<file path="config.mk">
export PLATFORM = sky130hd
export DESIGN_NAME = sprite_sequencer
export DESIGN_NICKNAME = d
export VERILOG_FILES = /design/src/rtl/sprite_sequencer.sv
export SDC_FILE = /design/constraint.sdc
export NUM_CORES = 2
export LEC_CHECK = 0
export ABC_CLOCK_PERIOD_IN_PS = 28900
export CAP_MARGIN = 20
export CORE_ASPECT_RATIO = 1.25
export CORE_UTILIZATION = 45
export CTS_BUF_LIST = sky130_fd_sc_hd__clkbuf_2
export CTS_CLUSTER_DIAMETER = 150
export DETAILED_ROUTE_END_ITERATION = 7
export HOLD_SLACK_MARGIN = 0.02
export PLACE_DENSITY = 0.64
export SYNTH_ARGS = -nofsm -noshare
export SYNTH_HDL_FRONTEND = slang
export SYNTH_SLANG_ARGS = --single-unit
</file>
<file path="constraint.sdc">
create_clock -name clk_pixel -period 28.9 [get_ports clk_pixel]
set_clock_uncertainty 0.15 [all_clocks]
set_input_delay 7.225 -clock clk_pixel [delete_from_list [all_inputs] [get_ports clk_pixel]]
set_output_delay 7.225 -clock clk_pixel [all_outputs]
set_load 0.01 [all_outputs]
</file>
<file path="src/rtl/sprite_sequencer.sv">
// ---------------------------------------------------------------------------
// sprite_sequencer
//
// Holds the table of on-screen sprites written by game logic. Once per video
// frame (on new_frame, at the start of vertical blank) it walks the table and
// streams every active sprite's (x, y, absolute spritesheet frame) to the
// graphics stage over a valid/ready handshake. It also owns sprite animation:
// each entry has a phase that advances every ANIM_DIV video frames and wraps
// at that entry's animation length.
//
// Ports:
//   clk_pixel            pixel clock (only clock)
//   sys_rst              asynchronous active-high reset
//   new_frame            one-cycle pulse at start of vertical blank
//   wr_en / wr_*         table write port (index, active, x, y, base, length)
//   sprite_ready         downstream accepts the presented sprite
//   sprite_valid         presented sprite is valid
//   sprite_x/_y          sprite position
//   sprite_frame_number  (base + phase) mod NUM_FRAMES
//   sprite_index         table entry being presented
//   busy                 a scan is in progress
//   list_done            one-cycle pulse when a scan completes
//   overrun              sticky: new_frame arrived while busy
// ---------------------------------------------------------------------------
module sprite_sequencer #(
    parameter int MAX_SPRITES  = 16,
    parameter int NUM_FRAMES   = 512,
    parameter int WIDTH        = 1280,
    parameter int HEIGHT       = 720,
    parameter int ANIM_DIV     = 6,
    parameter int MAX_ANIM_LEN = 8,
    localparam int IW = $clog2(MAX_SPRITES),
    localparam int FW = $clog2(NUM_FRAMES),
    localparam int XW = $clog2(WIDTH),
    localparam int YW = $clog2(HEIGHT),
    localparam int LW = $clog2(MAX_ANIM_LEN + 1)
) (
    input  logic          clk_pixel,
    input  logic          sys_rst,
    input  logic          new_frame,
    input  logic          wr_en,
    input  logic [IW-1:0] wr_index,
    input  logic          wr_active,
    input  logic [XW-1:0] wr_x,
    input  logic [YW-1:0] wr_y,
    input  logic [FW-1:0] wr_base_frame,
    input  logic [LW-1:0] wr_anim_len,
    input  logic          sprite_ready,
    output logic          sprite_valid,
    output logic [XW-1:0] sprite_x,
    output logic [YW-1:0] sprite_y,
    output logic [FW-1:0] sprite_frame_number,
    output logic [IW-1:0] sprite_index,
    output logic          busy,
    output logic          list_done,
    output logic          overrun
);

    localparam int DW = (ANIM_DIV > 1) ? $clog2(ANIM_DIV) : 1;

    typedef enum logic [1:0] {IDLE, SCAN, DRAIN} state_t;

    state_t state_reg, state_next;

    logic [IW-1:0] scan_idx_reg;
    logic [DW-1:0] div_reg;
    logic          step_reg;
    logic          overrun_reg;
    logic          list_done_reg;
    logic          done_next;

    logic          valid_reg;
    logic [XW-1:0] x_reg;
    logic [YW-1:0] y_reg;
    logic [FW-1:0] frame_reg;
    logic [IW-1:0] index_reg;

    // Combinational read view of the table, one element per entry.
    logic          act_arr   [MAX_SPRITES];
    logic [XW-1:0] x_arr     [MAX_SPRITES];
    logic [YW-1:0] y_arr     [MAX_SPRITES];
    logic [FW-1:0] base_arr  [MAX_SPRITES];
    logic [LW-1:0] phase_arr [MAX_SPRITES];

    logic handshake, out_free, inspect, load, last_idx;
    logic cur_active;

    assign handshake  = valid_reg && sprite_ready;
    assign out_free   = !valid_reg || sprite_ready;
    assign cur_active = act_arr[scan_idx_reg];
    // Inactive entries are skipped even while the output is stalled; an
    // active entry waits until the output register can take it.
    assign inspect    = (state_reg == SCAN) && (out_free || !cur_active);
    assign load       = inspect && cur_active;
    assign last_idx   = (scan_idx_reg == IW'(MAX_SPRITES - 1));

    // ---------------------------------------------------------------
    // Sprite table entries
    // ---------------------------------------------------------------
    genvar gi;
    generate
        for (gi = 0; gi < MAX_SPRITES; gi++) begin : g_entry
            logic          active_reg;
            logic [XW-1:0] x_e_reg;
            logic [YW-1:0] y_e_reg;
            logic [FW-1:0] base_reg;
            logic [LW-1:0] len_reg;
            logic [LW-1:0] phase_reg;
            logic          wr_hit;
            logic          adv_hit;
            logic [LW-1:0] len_eff;
            logic [LW-1:0] phase_inc;

            assign wr_hit    = wr_en && (wr_index == IW'(gi));
            // Advance only when this entry is the one being accepted.
            assign adv_hit   = handshake && step_reg && (index_reg == IW'(gi));
            assign len_eff   = (len_reg == '0) ? LW'(1) : len_reg;
            assign phase_inc = phase_reg + LW'(1);

            always_ff @(posedge clk_pixel or posedge sys_rst) begin
                if (sys_rst) begin
                    active_reg <= 1'b0;
                    x_e_reg    <= '0;
                    y_e_reg    <= '0;
                    base_reg   <= '0;
                    len_reg    <= '0;
                    phase_reg  <= '0;
                end else if (wr_hit) begin
                    // A write restarts the animation and overrides any
                    // advance from a simultaneous handshake.
                    active_reg <= wr_active;
                    x_e_reg    <= wr_x;
                    y_e_reg    <= wr_y;
                    base_reg   <= wr_base_frame;
                    len_reg    <= wr_anim_len;
                    phase_reg  <= '0;
                end else if (adv_hit) begin
                    phase_reg  <= (phase_inc >= len_eff) ? '0 : phase_inc;
                end
            end

            assign act_arr[gi]   = active_reg;
            assign x_arr[gi]     = x_e_reg;
            assign y_arr[gi]     = y_e_reg;
            assign base_arr[gi]  = base_reg;
            assign phase_arr[gi] = phase_reg;
        end
    endgenerate

    // ---------------------------------------------------------------
    // FSM: state register
    // ---------------------------------------------------------------
    always_ff @(posedge clk_pixel or posedge sys_rst) begin
        if (sys_rst) begin
            state_reg <= IDLE;
        end else begin
            state_reg <= state_next;
        end
    end

    // FSM: next state
    always_comb begin
        state_next = state_reg;
        case (state_reg)
            IDLE: begin
                if (new_frame) begin
                    state_next = SCAN;
                end
            end
            SCAN: begin
                if (inspect && last_idx) begin
                    if (load || !out_free) begin
                        state_next = DRAIN;
                    end else begin
                        state_next = IDLE;
                    end
                end
            end
            DRAIN: begin
                if (out_free) begin
                    state_next = IDLE;
                end
            end
            default: state_next = IDLE;
        endcase
    end

    // FSM: outputs
    always_comb begin
        busy      = (state_reg != IDLE);
        done_next = (state_reg != IDLE) && (state_next == IDLE);
    end

    // ---------------------------------------------------------------
    // Scan index, animation divider, status flags
    // ---------------------------------------------------------------
    always_ff @(posedge clk_pixel or posedge sys_rst) begin
        if (sys_rst) begin
            scan_idx_reg  <= '0;
            div_reg       <= '0;
            step_reg      <= 1'b0;
            overrun_reg   <= 1'b0;
            list_done_reg <= 1'b0;
        end else begin
            list_done_reg <= done_next;
            if (state_reg == IDLE) begin
                if (new_frame) begin
                    scan_idx_reg <= '0;
                    if (div_reg == DW'(ANIM_DIV - 1)) begin
                        div_reg  <= '0;
                        step_reg <= 1'b1;
                    end else begin
                        div_reg  <= div_reg + DW'(1);
                        step_reg <= 1'b0;
                    end
                end
            end else begin
                if (new_frame) begin
                    overrun_reg <= 1'b1;
                end
                if (inspect && !last_idx) begin
                    scan_idx_reg <= scan_idx_reg + IW'(1);
                end
            end
        end
    end

    // ---------------------------------------------------------------
    // Output register: refills when empty or on handshake
    // ---------------------------------------------------------------
    always_ff @(posedge clk_pixel or posedge sys_rst) begin
        if (sys_rst) begin
            valid_reg <= 1'b0;
            x_reg     <= '0;
            y_reg     <= '0;
            frame_reg <= '0;
            index_reg <= '0;
        end else if (load) begin
            valid_reg <= 1'b1;
            x_reg     <= x_arr[scan_idx_reg];
            y_reg     <= y_arr[scan_idx_reg];
            // Modulo NUM_FRAMES falls out of the FW-bit truncation.
            frame_reg <= base_arr[scan_idx_reg] + FW'(phase_arr[scan_idx_reg]);
            index_reg <= scan_idx_reg;
        end else if (handshake) begin
            valid_reg <= 1'b0;
        end
    end

    assign sprite_valid        = valid_reg;
    assign sprite_x            = x_reg;
    assign sprite_y            = y_reg;
    assign sprite_frame_number = frame_reg;
    assign sprite_index        = index_reg;
    assign list_done           = list_done_reg;
    assign overrun             = overrun_reg;

endmodule

</file>
==> run metrics <==
CTS resizes=0; number of CTS-inserted buffers=166; vias post-DR=~20,000; Hold-fix buffers, CTS=0; Starting Density=0.454; Port Buf Inserts=between 80 and 90; post-synth top area share=0.524; Post-layout nets=2,618; Die W=between 200 and 250 um; Largest register FFs=about 180; Die H=300 um; Filler cells=6,322; gr usage total=0.235; initial antenna violation count=5; top cell family by delay on the critical path=buffers and inverters; Crit path arrival time=between 2000 and 3000 ps; CTS tree=yes; mean area per synthesized cell=~14 um^2; Worst-path clk slew=110 ps; peak supply drop=about 0.000056 V; synth warn=0; f_max=0.0987 GHz; Critical Path Source Type=flop; num rows=109; Final Util=0.500; drt total wl=around 80 mm; type of the worst setup path=flop to primary output; global-route wire length before repair=127 mm; leading area contributor after synthesis=dfrtp_1; P per Cell Area=82.8 nW/um^2; largest net degree at the start of global routing=187; Mapped Cells=2,360; share of layout cells above drive strength 1=0.376; Async S/R FF share, synth=1.00; outcome=completed; Overflow after GRT=0; DRC violations left=0; number of synthesized flops with an enable pin=0; CTS root buf=clkbuf_2; DRT Pass-1 Iters=5; Setup Buffers After CTS=0; max-slew violations=0; Core ar.=70,600 um^2; routed vias/inst=5.69; Leak=approximately 0.016 uW; number of global-route vias before repair=21,610; crit path time final=10,130 ps; register area share after synthesis=0.524; hold crit path type=flop to flop; Die ar.=72,300 um^2; io pins=82; worst-path cell with the longest stage delay=clkdlybuf4s50_1; Hold Vio Cnt, Final=0; TNS Setup=0 ps; clock latency on the worst-skew pair=roughly 1400 ps; H-tree depth=4; number of max-cap violations=0; Post-synth top flop=dfrtp_1; Post-DRT Antenna Nets=0; crit-path cells=clkdlybuf4s50_1; final setup vio count=0; post-synthesis sequential element count=671; DP HPWL=45.4 mm; max incr delay on CP=roughly 730 ps; worst relative slew slack=0.273; WP data required=between 20,000 and 25,000 ps; DRT iter0 DRCs=1,288; CP endpoint kind=primary output; actual transition at the worst max-transition pin=about 1100 ps; Synthesized Nets=2,490; Synth Cell Area=roughly 32,000 um^2; crit-path max FO=11; Buffers & Inverters on Critical Path=1; RSZ-0062 raised after global routing=no; # clock sinks=671; Layout area overhead=10.2%; period utilisation layout=0.351; synth top area cells=dfrtp_1, mux2_2, mux4_2; Synth cell types=55; hold_ws=about 320 ps; Placer Congestion=0.848; worst-case clock buffer depth=3; WL/cell=~23 um
[placed cells by master (no fill, tap or decap), types with 6 or more instances in the layout]
cell type / n
a211oi_1: 9
nor3b_1: 9
nand2b_1: 27
mux2_2: 479
dfrtp_1: 667
a22o_1: 17
clkbuf_2: 234
nand2_1: 300
mux2i_1: 17
nor2_4: 11
inv_1: 68
mux2_1: 13
clkinv_1: 28
nand3_1: 31
clkdlybuf4s50_1: 81
buf_4: 35
o21bai_1: 7
xnor2_1: 20
mux4_2: 165
xor2_1: 21
nor2_1: 17
a31o_2: 16
a21o_1: 40
a21oi_1: 23
o21ai_0: 67
o221ai_1: 6
nor2b_1: 9
a31oi_1: 6
ha_1: 85
[power by group]
part           switching [uW]  internal [uW]
Sequential                149           1150
Combinational             440            542
Clock                     382            260
Total                     971           1950
[layer usage]
| layer | vias to the layer above | track usage | share of wire |
|---|---|---|---|
| met4 | 8 | 0.0817 | 0.025 |
| met2 | 443 | 0.395 | 0.51 |
| met5 | - | 0 | 0.00058 |
| li1 | 8826 | - | - |
| met1 | 10715 | 0.299 | 0.42 |
| met3 | 133 | 0.0501 | 0.045 |
[Yosys cell counts, types with 6 or more instances]
master	n
o21bai_1	7
o21ai_0	67
nor2_1	28
buf_1	20
inv_1	69
a211oi_1	9
a22o_1	17
ha_1	85
a31oi_1	6
mux2_2	479
a21o_1	40
buf_6	7
clkbuf_1	98
nor3b_1	9
nand2_1	300
buf_2	34
xor2_1	21
nor2b_1	9
xnor2_1	20
nand3_1	31
o221ai_1	6
dfrtp_1	671
mux2i_1	17
mux2_1	13
a21oi_1	23
mux4_2	165
nand2b_1	29
a31o_2	16
[kinds of logic after synthesis]
kind of cell / after synthesis / share of synthesized area
adders and majority gates: 86 / 0.0338
AOI/OAI and AO/OA: 224 / 0.0476
DFF: 671 / 0.524
buffers and inverters: 229 / 0.0299
and+or+nand+nor: 433 / 0.0587
xor gates and xnor gates: 41 / 0.0112
muxes: 676 / 0.295
[worst paths after layout]
check                                 from                endpoint  slack (ps)  cells after the start
setup / recovery           sprite_index[3]         sprite_index[3]       18770                      1
hold / removal                     overrun                 overrun         320                      1
setup reg to reg           scan_idx_reg[1]  sprite_frame_number[6]       23220                     12
hold reg to reg                    overrun                 overrun         320                      1
max in group asynchronous          sys_rst  g_entry[8].base_reg[3]       19330                      6
min in group asynchronous          sys_rst             sprite_x[8]        6320                      2
[final cells by class]
cell class | count | area, um^2 | area share
Antenna cell | 1 | 2.50 | 0.0000708
Clock buffer | 234 | 1170 | 0.0332
Clock inverter | 42 | 305 | 0.00864
Inverter | 69 | 267 | 0.00755
Multi-Input combinational cell | 1460 | 14400 | 0.408
Sequential cell | 671 | 16800 | 0.476
Tap cell | 943 | 1180 | 0.0334
Timing Repair Buffer | 120 | 1180 | 0.0333
[metrics by stage]
| stage | worst slack, ps | total power (uW) | cells | cell area, um^2 |
|---|---|---|---|---|
| after floorplan | 2720 | 2030 | 2360 | 32100 |
| final | 18770 | 2920 | 3540 | 35300 |
| after global routing | 18620 | 3100 | 3540 | 35300 |
| after CTS | 18580 | 2970 | 3537 | 35300 |
| after global placement | 17620 | 2270 | 3260 | 33800 |
| after detailed placement | 17450 | 2310 | 3261 | 33800 |
No activity file was read; power rests on OpenSTA's default activity.
